### src/rtl/pd_seq_ctrl.sv
// Power-domain sequencer for the switchable ALU domain: clock gate, isolation, retention, power switch.
// Optional retention steps are enabled by defining PD_SEQ_RETENTION_EN.
//
// state     | meaning
// ON        | domain powered, clocked, outputs unclamped
// PD_CLK    | clock gated, waiting STEP_DLY
// PD_ISO    | outputs clamped, waiting STEP_DLY
// PD_SAVE   | retention save strobe held STEP_DLY (retention build only)
// PD_SW     | rail switched off, waiting for sw_ack=0
// OFF       | domain unpowered, isolated
// PU_SW     | rail switched on, waiting for sw_ack=1
// PU_RST    | retention restore strobe held STEP_DLY (retention build only)
// PU_ISO    | isolation released, waiting STEP_DLY
// PU_CLK    | clock enabled, waiting STEP_DLY before ON
module pd_seq_ctrl #(
   parameter int unsigned STEP_DLY = 2,
   parameter int unsigned ACK_TO   = 64
) (
   input  logic clk,
   input  logic rst,
   input  logic pd_req,
   input  logic pu_req,
   input  logic sw_ack,
   output logic clk_en,
   output logic iso_en,
   output logic ret_save,
   output logic ret_restore,
   output logic sw_en,
   output logic busy,
   output logic dom_on,
   output logic err
);

   localparam int unsigned SW = $clog2(STEP_DLY + 1);
   localparam int unsigned TW = $clog2(ACK_TO + 1);
   localparam logic [SW-1:0] STEP_LOAD = SW'(STEP_DLY - 1);
   localparam logic [TW-1:0] ACK_LIM   = TW'(ACK_TO);

   typedef enum logic [3:0] {
      S_ON, S_PD_CLK, S_PD_ISO, S_PD_SAVE, S_PD_SW,
      S_OFF, S_PU_SW, S_PU_RST, S_PU_ISO, S_PU_CLK
   } state_t;

   state_t        state_q, state_d;
   logic [SW-1:0] step_q, step_d;
   logic [TW-1:0] to_q, to_d;
   logic          err_q, err_d;
   logic [6:0]    out_q, out_d;
   logic          step_done;
   logic          ack_wait;

   assign step_done = (step_q == '0);
   assign ack_wait  = ((state_q == S_PD_SW) && sw_ack) || ((state_q == S_PU_SW) && !sw_ack);

   always_comb begin
      state_d = state_q;
      step_d  = step_q;
      to_d    = to_q;
      err_d   = err_q;

      case (state_q)
         S_ON: if (pd_req) begin
            state_d = S_PD_CLK;
            step_d  = STEP_LOAD;
         end
         S_PD_CLK: if (step_done) begin
            state_d = S_PD_ISO;
            step_d  = STEP_LOAD;
         end else begin
            step_d = step_q - SW'(1);
         end
         S_PD_ISO: if (step_done) begin
`ifdef PD_SEQ_RETENTION_EN
            state_d = S_PD_SAVE;
            step_d  = STEP_LOAD;
`else
            state_d = S_PD_SW;
            to_d    = '0;
`endif
         end else begin
            step_d = step_q - SW'(1);
         end
`ifdef PD_SEQ_RETENTION_EN
         S_PD_SAVE: if (step_done) begin
            state_d = S_PD_SW;
            to_d    = '0;
         end else begin
            step_d = step_q - SW'(1);
         end
`endif
         S_PD_SW: if (!sw_ack) state_d = S_OFF;
         S_OFF: if (pu_req) begin
            state_d = S_PU_SW;
            to_d    = '0;
         end
         S_PU_SW: if (sw_ack) begin
`ifdef PD_SEQ_RETENTION_EN
            state_d = S_PU_RST;
`else
            state_d = S_PU_ISO;
`endif
            step_d = STEP_LOAD;
         end
`ifdef PD_SEQ_RETENTION_EN
         S_PU_RST: if (step_done) begin
            state_d = S_PU_ISO;
            step_d  = STEP_LOAD;
         end else begin
            step_d = step_q - SW'(1);
         end
`endif
         S_PU_ISO: if (step_done) begin
            state_d = S_PU_CLK;
            step_d  = STEP_LOAD;
         end else begin
            step_d = step_q - SW'(1);
         end
         S_PU_CLK: if (step_done) begin
            state_d = S_ON;
         end else begin
            step_d = step_q - SW'(1);
         end
         default: state_d = S_ON;
      endcase

      // The FSM keeps waiting after a timeout; the counter just saturates.
      if (ack_wait) begin
         if (to_q != ACK_LIM) to_d = to_q + TW'(1);
         if (to_d == ACK_LIM) err_d = 1'b1;
      end

      // {clk_en, iso_en, ret_save, ret_restore, sw_en, busy, dom_on}
      case (state_d)
         S_ON:      out_d = 7'b1000101;
         S_PD_CLK:  out_d = 7'b0000110;
         S_PD_ISO:  out_d = 7'b0100110;
`ifdef PD_SEQ_RETENTION_EN
         S_PD_SAVE: out_d = 7'b0110110;
         S_PU_RST:  out_d = 7'b0101110;
`endif
         S_PD_SW:   out_d = 7'b0100010;
         S_OFF:     out_d = 7'b0100000;
         S_PU_SW:   out_d = 7'b0100110;
         S_PU_ISO:  out_d = 7'b0000110;
         S_PU_CLK:  out_d = 7'b1000110;
         default:   out_d = 7'b1000101;
      endcase
   end

   always_ff @(posedge clk) begin
      if (rst) begin
         state_q <= S_ON;
         step_q  <= '0;
         to_q    <= '0;
         err_q   <= 1'b0;
         out_q   <= 7'b1000101;
      end else begin
         state_q <= state_d;
         step_q  <= step_d;
         to_q    <= to_d;
         err_q   <= err_d;
         out_q   <= out_d;
      end
   end

   assign clk_en      = out_q[6];
   assign iso_en      = out_q[5];
   assign ret_save    = out_q[4];
   assign ret_restore = out_q[3];
   assign sw_en       = out_q[2];
   assign busy        = out_q[1];
   assign dom_on      = out_q[0];
   assign err         = err_q;

endmodule

### config.mk
export PLATFORM = sky130hd
export DESIGN_NAME = pd_seq_ctrl
export DESIGN_NICKNAME = d
export VERILOG_FILES = /design/src/rtl/pd_seq_ctrl.sv
export SDC_FILE = /design/constraint.sdc
export NUM_CORES = 1
export LEC_CHECK = 0
export BUFFER_PORTS_ARGS = -buffer_cell sky130_fd_sc_hd__buf_2
export CAP_MARGIN = 10
export CORE_MARGIN = 3
export CORE_UTILIZATION = 42
export CTS_CLUSTER_DIAMETER = 80
export DETAILED_ROUTE_END_ITERATION = 8
export GPL_ROUTABILITY_DRIVEN = 1
export SLEW_MARGIN = 20
export SYNTH_ARGS = -nofsm -noshare
export SYNTH_HDL_FRONTEND = slang
export SYNTH_SLANG_ARGS = --single-unit
### constraint.sdc
create_clock -name clk -period 3.3 [get_ports clk]
set_input_delay 0.66 -clock clk [delete_from_list [all_inputs] [get_ports clk]]
set_output_delay 0.66 -clock clk [all_outputs]
set_load 0.1 [all_outputs]
==> impl_metrics.tcl <==
set metrics [dict create \
    outcome "complete, no violations" \
    die-height_um 59.81 \
    timing.final.crit_period_ns 2.120 \
    dp.final_hpwl_mm 1.685 \
    setup_violations 0 \
    timing.final.max_slew_violations 0 \
    timing_worst_slew_pin_value_ns 0.5421 \
    finalHoldViolations 0 \
    num-nets-final 166 \
    track_usage 0.1543 \
    clk_path_buf_depth 2 \
    dr_total_vias 1047 \
    clock_tree.htree_level_count 1 \
    syn-cell-area_mm2 0.001216 \
    grt_overflow 0 \
    die_w_um 59.81 \
    power_per_cell_area_mw_per_mm2 657.1 \
    setup.worst_path.class "reg -> reg" \
    path_clk_slew_ns 0.11 \
    yosys_warnings 0 \
    power.leakage_nw 0.4856 \
    combinationalPowerShare 0.492 \
    detail_route.first_pass.iterations 4 \
    clock_skew_ns 0.002395 \
    drive_above_1_share 0.1299 \
    cts-buffers-inserted 3 \
    cts_hold_buf 0 \
    critical_path_peak_fanout 13 \
    power_frac_seq 0.365 \
    yosys_most_used_dff "sky130_fd_sc_hd__dfxtp_1" \
    combined_flip_flop_and_latch_cell_area_um2 380.4 \
    timing.critical_path.buf_inv 1 \
    drc 0 \
    netlist-cell-type-count 50 \
    n_fill_cell 266 \
    power_report.internal_total_uw 411.4 \
    cts.root.buffer_cell "sky130_fd_sc_hd__clkbuf_4" \
    clock_power_share 0.143 \
    core_area_mm2 0.002613 \
    max_ir_drop_vdd_v 0.0008546 \
    grt_pass1_vias 903 \
    worstSkewPairLatency_ns 0.30 \
    cap_viol_max_count 0 \
    crit_required_ns 3.50 \
    cts_tree "done" \
    area_share_of_the_leading_cell_type_in_the_synthesized_netlist 0.3128 \
    antenna_found_initial 0 \
    multi_input_area_um2 718.2 \
    net-switching-power_uw 415.7 \
    postRouteWirelength_mm 2.346 \
    synth.area.top_cells "sky130_fd_sc_hd__dfxtp_1, sky130_fd_sc_hd__ha_1, sky130_fd_sc_hd__a21oi_1, sky130_fd_sc_hd__nor2_1, sky130_fd_sc_hd__inv_1" \
    sequential_to_total_area_share_from_yosys_stat 0.3128 \
    antenna_violating_nets_post_route 0 \
    crit_path_start_kind "flop" \
    routabilityCongestion 0.7864 \
    floorplan.io_pins 13 \
    place.port_buffers 10 \
    largest_stage_delay_on_the_critical_path_ns 0.59 \
    worst_max_slew_margin_expressed_relative_to_the_limit 0.6381 \
    cts_post_setup_buffers_inserted 0 \
    crit_path_end_kind "flop" \
    netSwitchingFraction 0.5026 \
    wire_length_of_the_first_global_routing_pass_mm 4.271 \
    post_cts.resized_instances 0 \
    die_area_mm2 0.003577 \
    routedWlPerCell_um 12.75 \
    synthesis.area_per_instance_um2 8.162 \
    final_min_period_over_clock_period 0.6424 \
    setup_tns_ns 0 \
    drt-initial-drc-count 35 \
    power_uw 827.1 \
    top_family_by_delay_on_critical_path "compound AO/OA/AOI/OAI gates" \
    worst_path_max_delay_cell "sky130_fd_sc_hd__dfxtp_1" \
    synth.largest_area_cell "sky130_fd_sc_hd__dfxtp_1" \
    critical_path_arrival_ns 2.31 \
    worstHoldPathType "reg -> reg" \
    rows 18 \
    viasPerCell 5.690 \
    grt_setup_unrepaired "no" \
    clock_sink_count 19 \
    syn2layout_area_growth_pct 3.498 \
    n_antenna_cell 0 \
    grt_max_degree 19 \
    synth-async-reset-ratio 0 \
    initial_cell_density_of_the_core 0.4655 \
    synth_edf_count 0 \
    synth-seq-cells 19 \
    fmax_mhz 471.8 \
    cp_cell_sequence "inv_1, nor3_1, a31oi_1, a211o_1, ha_1, nand2_1, o211ai_1, nand2b_1" \
    syn-instance-count 149 \
]
flip-flops by register name, indices dropped and copies added, names as in the netlist:
name,count
to_q,7
out_q,5
state_q,4
step_q,2
err,1
metrics by stage:
stage               cells    util  area (um^2)  hold slack (ns)  worst slack, ns
floorplan             150       -         1220           0.4649            1.499
CTS                   184  0.4818         1259           0.4675            1.191
global route          184  0.4818         1259           0.4929           0.9059
detailed placement    180  0.4713         1231           0.4499            1.198
global placement      180  0.4713         1231           0.4342            1.276
finish                184  0.4818         1259           0.4642            1.180
layout by cell type, fill, tap and decap left out, types with 2 or more instances in the layout:
cell type	instances
sky130_fd_sc_hd__mux2i_1	3
sky130_fd_sc_hd__a2bb2oi_1	3
sky130_fd_sc_hd__a311oi_1	4
sky130_fd_sc_hd__xor2_1	2
sky130_fd_sc_hd__nor2_1	13
sky130_fd_sc_hd__a31oi_1	3
sky130_fd_sc_hd__conb_1	2
sky130_fd_sc_hd__nor3b_1	2
sky130_fd_sc_hd__dfxtp_1	19
sky130_fd_sc_hd__o211ai_1	3
sky130_fd_sc_hd__nor4_1	2
sky130_fd_sc_hd__ha_1	6
sky130_fd_sc_hd__clkbuf_4	3
sky130_fd_sc_hd__nor3_1	3
sky130_fd_sc_hd__a21oi_1	12
sky130_fd_sc_hd__nand2_1	12
sky130_fd_sc_hd__nand2b_1	4
sky130_fd_sc_hd__inv_1	12
sky130_fd_sc_hd__buf_2	10
sky130_fd_sc_hd__nand4_1	2
sky130_fd_sc_hd__or3_1	2
sky130_fd_sc_hd__nand3_1	2
sky130_fd_sc_hd__o21ai_0	5
tightest hold or removal path, delay by kind of cell (launching register included):
kind | cells | cell delay (ns)
buffers and inverters | 1 | 0.05
AOI/OAI and AO/OA | 1 | 0.05
DFF | 1 | 0.33
cell type report:
type / count / share of cell area
Timing Repair Buffer: 10 / 0.03976
Clock inverter: 1 / 0.003976
Sequential cell: 19 / 0.3022
Multi-Input combinational cell: 109 / 0.5706
Inverter: 12 / 0.03579
Clock buffer: 3 / 0.01789
Tap cell: 30 / 0.02982
metal layers:
layer,share of wire,up-vias,routed length [um],GRT usage
met3,0.038,4,89,0.02592
met1,0.56,478,1318,0.2510
li1,-,545,-,-
met2,0.39,20,910,0.1991
met5,0,-,0,0
met4,0.012,0,27,0.04747
synth_stat cells, types with 2 or more instances:
cell,count
sky130_fd_sc_hd__nor3b_1,2
sky130_fd_sc_hd__nand2_1,12
sky130_fd_sc_hd__o211ai_1,3
sky130_fd_sc_hd__xor2_1,2
sky130_fd_sc_hd__nand3_1,2
sky130_fd_sc_hd__nand4_1,2
sky130_fd_sc_hd__a2bb2oi_1,3
sky130_fd_sc_hd__o21ai_0,5
sky130_fd_sc_hd__buf_6,3
sky130_fd_sc_hd__nor4_1,2
sky130_fd_sc_hd__nand2b_1,4
sky130_fd_sc_hd__inv_1,12
sky130_fd_sc_hd__dfxtp_1,19
sky130_fd_sc_hd__a31oi_1,3
sky130_fd_sc_hd__buf_4,4
sky130_fd_sc_hd__a311oi_1,4
sky130_fd_sc_hd__or3_1,2
sky130_fd_sc_hd__mux2i_1,3
sky130_fd_sc_hd__nor3_1,3
sky130_fd_sc_hd__a21oi_1,12
sky130_fd_sc_hd__nor2_1,13
sky130_fd_sc_hd__ha_1,6
final timing paths:
| check | start | to | slack, ns | depth (start not counted) |
|---|---|---|---|---|
| max | state_q[1] | out_q[0] | 1.18 | 8 |
| min | err | err | 0.46 | 2 |
| max reg2reg | state_q[1] | out_q[0] | 1.18 | 8 |
| min reg2reg | err | err | 0.46 | 2 |
power groups by stage:
stage / clock network [mW] / registers [mW] / logic [mW]
after floorplan: 0 / 0.466 / 0.198
after global placement: 0 / 0.306 / 0.400
after detailed placement: 0 / 0.306 / 0.405
after CTS: 0.120 / 0.302 / 0.407
after global routing: 0.134 / 0.309 / 0.442
final: 0.118 / 0.302 / 0.407
kinds of logic after synthesis:
logic type                 synth area share
DFF                                  0.3128
xor gates and xnor gates            0.02161
buffers and inverters               0.09978
adders and majority gates           0.06996
other                              0.003083
AOI/OAI and AO/OA                    0.2377
muxes                               0.02469
and+or+nand+nor                      0.2305
Note: power is estimated with default switching activity, not from simulation.
